==> src/rtl/alu_result_misr.sv <==
`timescale 1ns/1ps
// ---------------------------------------------------------------------------
// alu_result_misr
//
// Response compactor for the ALU. It receives a stream of (alu_op, alu_c)
// result pairs and folds each one into a multiple-input signature register.
// It also counts accepted samples, records which opcodes were seen, and
// compares the final signature against GOLDEN. This lets the ALU be checked
// on silicon/FPGA without inspecting waveforms.
//
// Ports:
//   clk         rising-edge clock
//   rst_n       asynchronous, active-low reset
//   start       begin a run (honoured in IDLE or DONE only)
//   in_valid    alu_op/alu_c carry a valid result
//   in_ready    block accepts a result this cycle (high in COLLECT)
//   alu_op      opcode that produced alu_c
//   alu_c       ALU result C
//   busy        run in progress (COLLECT)
//   done        run complete, outputs frozen
//   pass        done and signature == GOLDEN
//   signature   current MISR value
//   sample_cnt  transfers accepted this run
//   op_seen     bit k set once opcode k has been accepted this run
// ---------------------------------------------------------------------------
module alu_result_misr #(
    parameter int               WIDTH       = 32,
    parameter int               NUM_SAMPLES = 13,
    parameter logic [WIDTH-1:0] POLY        = 32'h04C11DB7,
    parameter logic [WIDTH-1:0] SEED        = 32'hFFFFFFFF,
    parameter logic [WIDTH-1:0] GOLDEN      = 32'h00000000
) (
    input  logic             clk,
    input  logic             rst_n,
    input  logic             start,
    input  logic             in_valid,
    output logic             in_ready,
    input  logic [3:0]       alu_op,
    input  logic [WIDTH-1:0] alu_c,
    output logic             busy,
    output logic             done,
    output logic             pass,
    output logic [WIDTH-1:0] signature,
    output logic [7:0]       sample_cnt,
    output logic [15:0]      op_seen
);

    typedef enum logic [1:0] {
        ST_IDLE,
        ST_COLLECT,
        ST_DONE
    } state_t;

    localparam logic [7:0] LAST_CNT = 8'(NUM_SAMPLES);

    state_t           state;
    state_t           state_nx;
    logic [WIDTH-1:0] sig_q;
    logic [WIDTH-1:0] sig_nx;
    logic [7:0]       cnt_q;
    logic [7:0]       cnt_nx;
    logic [15:0]      seen_q;
    logic [15:0]      seen_nx;
    logic [WIDTH-1:0] folded;

    // One MISR step: shift left, apply the feedback polynomial when the
    // outgoing bit is set, then XOR in the sample with the opcode placed in
    // the top nibble so that the same C from different opcodes compacts
    // differently.
    always_comb begin
        folded = {sig_q[WIDTH-2:0], 1'b0}
               ^ (sig_q[WIDTH-1] ? POLY : '0)
               ^ alu_c
               ^ {alu_op, {(WIDTH-4){1'b0}}};
    end

    // Next-state and next-data logic. A transfer is simply in_valid while in
    // COLLECT, since in_ready is decoded from that state alone. The transfer
    // that brings the count to NUM_SAMPLES moves straight to DONE so the
    // final signature is visible right after that edge.
    always_comb begin
        state_nx = state;
        sig_nx   = sig_q;
        cnt_nx   = cnt_q;
        seen_nx  = seen_q;
        case (state)
            ST_IDLE, ST_DONE: begin
                if (start) begin
                    state_nx = ST_COLLECT;
                    sig_nx   = SEED;
                    cnt_nx   = '0;
                    seen_nx  = '0;
                end
            end
            ST_COLLECT: begin
                if (in_valid) begin
                    sig_nx          = folded;
                    cnt_nx          = cnt_q + 8'd1;
                    seen_nx[alu_op] = 1'b1;
                    if (cnt_q + 8'd1 == LAST_CNT) begin
                        state_nx = ST_DONE;
                    end
                end
            end
            default: begin
                state_nx = ST_IDLE;
            end
        endcase
    end

    // State and datapath registers. Reset clears everything to zero
    // (signature included) so an aborted run leaves no trace.
    always_ff @(posedge clk or negedge rst_n) begin
        if (!rst_n) begin
            state  <= ST_IDLE;
            sig_q  <= '0;
            cnt_q  <= '0;
            seen_q <= '0;
        end else begin
            state  <= state_nx;
            sig_q  <= sig_nx;
            cnt_q  <= cnt_nx;
            seen_q <= seen_nx;
        end
    end

    // Outputs come only from the state and data registers, so there is no
    // combinational path from start or in_valid to any output.
    always_comb begin
        in_ready   = (state == ST_COLLECT);
        busy       = (state == ST_COLLECT);
        done       = (state == ST_DONE);
        pass       = (state == ST_DONE) && (sig_q == GOLDEN);
        signature  = sig_q;
        sample_cnt = cnt_q;
        op_seen    = seen_q;
    end

endmodule

==> config.mk <==
export PLATFORM = sky130hd
export DESIGN_NAME = alu_result_misr
export DESIGN_NICKNAME = d
export VERILOG_FILES = /design/src/rtl/alu_result_misr.sv
export SDC_FILE = /design/constraint.sdc
export NUM_CORES = 1
export LEC_CHECK = 0
export BUFFER_PORTS_ARGS = -buffer_cell sky130_fd_sc_hd__buf_2
export CORE_MARGIN = 10
export CORE_UTILIZATION = 50
export DETAILED_ROUTE_END_ITERATION = 12
export GPL_TIMING_DRIVEN = 0
export PLACE_DENSITY = 0.83
export REMOVE_ABC_BUFFERS = 1
export SETUP_SLACK_MARGIN = 0.2
export SLEW_MARGIN = 20
export SYNTH_ARGS = -nofsm -noshare
export SYNTH_HDL_FRONTEND = slang
export SYNTH_SLANG_ARGS = --single-unit
==> constraint.sdc <==
create_clock -name clk -period 4.2 [get_ports clk]
set_input_delay 0.42 -clock clk [delete_from_list [all_inputs] [get_ports clk]]
set_output_delay 0.42 -clock clk [all_outputs]
set_load 0.01 [all_outputs]
==> flow_summary_export.csv <==
group,metric,value,unit
status,outcome,"complete, no violations",
setup_path,startpoint_type,"flip-flop",
drt,drt-pass1-iter-count,4,
setup_path,crit_end,"pass",
layout,design_area,3650,um2
setup_path,crit_start,"signature[31]",
sta,worst_slack,1.729,ns
die,initial_core_util,0.5252,
die,dieArea,9361,um2
global_routing,grt_pass1_vias,2542,
layout,final_net_count,433,
place,port_buffers,99,
clock_tree,postCtsSetupBuffers,0,
sta,grt_setup_unrepaired,"no",
drt,wl_per_cell,17.13,um
flow_run,cap_violations,0,
layout,drive_gt1_frac,0.3182,
clock_tree,clkSlewWorstSetupHoldPaths,0.07,ns
die,fp.dieH,96.75,um
drt,drtAntennaViolNets,0,
drt,wl,8016,um
sta,finalCriticalPeriod,2.471,ns
global_routing,grt_pass1_wl,12970,um
clock_tree,cts_hold_buf,0,
clock_tree,cts_inserted_buffers,9,
power_and_ir_drop,leakage,0.001642,uW
clock_tree,insertion_delay,0.33,ns
synth,ys.flop_type,"dfrtp_1",
drt,drtIter0Drc,111,
setup_path,path_max_fanout,17,
setup_path,r2r_cells,5,
synth,async_reset_ff_frac,1.000,
power_and_ir_drop,p_per_area,714.4,nW/um2
setup_path,critPathRequiredTime,3.78,ns
sta,whs,0.1444,ns
sta,fin_setup_tns,0,ns
setup_path,rr_endpoint,"op_seen[7]",
global_routing,groute.layer.met1.usage,0.2021,
setup_path,end_kind,"output pin",
global_routing,grt_max_degree,59,
synth,syn_inst,298,
global_routing,antenna_found_initial,0,
synth,synth_largest_area_cell,"dfrtp_1",
setup_path,r2r_slack,2.56,ns
place,place_area,3487,um2
die,core-area,5608,um2
setup_path,worstReg2RegStart,"state[0]",
clock_tree,cts_num_sinks,58,
global_routing,gr-usage-met3,0.04613,
layout,layout_commonest_cell,"buf_2",
drt,dr_total_vias,2540,
sta,finClkSkew,0.01215,ns
synth,synth_seq_cells,58,
layout,diodes,0,
place,gp_congestion,0.7894,
die,die_w,96.75,um
synth,synth.cell_area,2945,um2
synth,synth_edf_count,0,
setup_path,crit_type,"flip-flop to output pin",
clock_tree,cts_resized,0,
setup_path,cp.arrival,2.05,ns
drt,via_per_inst,5.427,
synth,yosysUniqueCellTypes,41,
synth,synth_area_leaders,"dfrtp_1, xnor2_1, a21oi_1, nor3_1, xor2_1",
layout,most-common-layout-cells,"buf_2, dfrtp_1, a21oi_1",
sta,maxSlewHeadroom,0.4265,
synth,synth_top_cell_area_share,0.4928,
sta,clock.fmax,0.4047,GHz
clock_tree,root_buffer,"clkbuf_8",
sta,setup_violations,0,
synth,avgSynthCellArea,9.884,um2
place,place_ws,2.049,ns
sta,hold_viol,0,
synth,yosys_warnings,0,
global_routing,grtUsageMet2,0.2684,
drt,drc_errors,0,
clock_tree,htreeDepth,3,
layout,synthToLayoutAreaGrowth,23.92,%
die,ios,100,
min_path,holdCritPathClass,"primary input to asynchronous set/reset pin",
global_routing,gr-max-usage-layer,"met2",
power_and_ir_drop,vdd_drop_max,0.4313,mV
place,dp_hpwl,5895,um
global_routing,track_usage,0.1651,
clock_tree,max-clock-path-buffers,2,
synth,synth-seq-area-share,0.4928,
sta,maxSlewViolCount,0,
sta,worstMarginPinSlew,0.8603,ns
die,rows,27,
clock_tree,cts_tree,"done",
sta,finalCritPeriodShare,0.5883,
global_routing,grt_remaining_overflow,0,
layout,postLayoutCoreUtil,0.6508,
how the worst min path moves through the flow:
| stage | depth (start not counted) | slack (ns) | to | startpoint |
|---|---|---|---|---|
| detailed placement | 2 | 0.48 | op_seen[3] | op_seen[3] |
| global route | 1 | 0.19 | signature[11] | rst_n |
| CTS | 1 | 0.18 | signature[11] | rst_n |
| global placement | 2 | 0.47 | op_seen[14] | op_seen[14] |
| finish | 1 | 0.14 | signature[11] | rst_n |
| floorplan | 0 | 0.12 | op_seen[0] | rst_n |
metrics by stage:
| stage | power [uW] | std cells |
|---|---|---|
| final | 2607 | 468 |
| after global routing | 2812 | 468 |
| after CTS | 2636 | 468 |
| after detailed placement | 2198 | 452 |
| after global placement | 2126 | 450 |
| after floorplan | 1720 | 279 |
routing by layer:
metal | vias to the layer above | routed length [um]
met1 | 1210 | 3545
met5 | - | 0
met3 | 14 | 482
met2 | 87 | 3882
met4 | 0 | 105
li1 | 1229 | -
cell families (layout without fill, tap and decap cells):
logic type / Yosys count / in the layout / synth area share
flip-flops: 58 / 58 / 0.4928
XOR/XNOR: 50 / 50 / 0.1487
adder cells (fa/ha/maj): 2 / 2 / 0.008495
buffers and inverters: 24 / 122 / 0.04206
multiplexers: 1 / 1 / 0.005096
AND/OR/NAND/NOR: 94 / 94 / 0.1716
AO/OA/AOI/OAI: 69 / 69 / 0.1313
layout make-up:
class / count / area (um2)
clock buffer: 11 / 131.4
tap: 72 / 90.09
inverter: 5 / 18.77
fill: 504 / 1958
timing repair buffer: 101 / 545.5
sequential: 58 / 1451
clock inverter: 5 / 31.28
multi-input combinational: 216 / 1381
cells in the mapped netlist (2+ instances only):
cell type  number
nor2_1         23
buf_2           8
and3_1          2
nor3_1         33
xnor2_1        32
nand2_1         9
o21ai_0        11
nor4_1          8
nand3_1         3
a31oi_1         4
dfrtp_1        58
nor2b_1         3
o31ai_1         2
ha_1            2
a21oi_1        44
inv_1           5
nand2b_1        2
clkbuf_1        7
clkbuf_8        2
xor2_1         18
nor3b_2         2
state kept, by name, summed over array words and instances, names as in the netlist:
signal and count:
sample_cnt 8, state 2, signature 32, op_seen 16
worst max-delay path, stage by stage, from the launching register on:
cell and delay (ns):
dfrtp_1 0.70, nor4_1 0.39, nand4_1 0.12, nor4_1 0.32, buf_2 0.20
power breakdown:
| group | internal, uW | switching, uW |
|---|---|---|
| registers | 784 | 292 |
| logic | 519 | 582 |
| clock network | 212 | 219 |
Note: power is estimated with default switching activity, not from simulation.
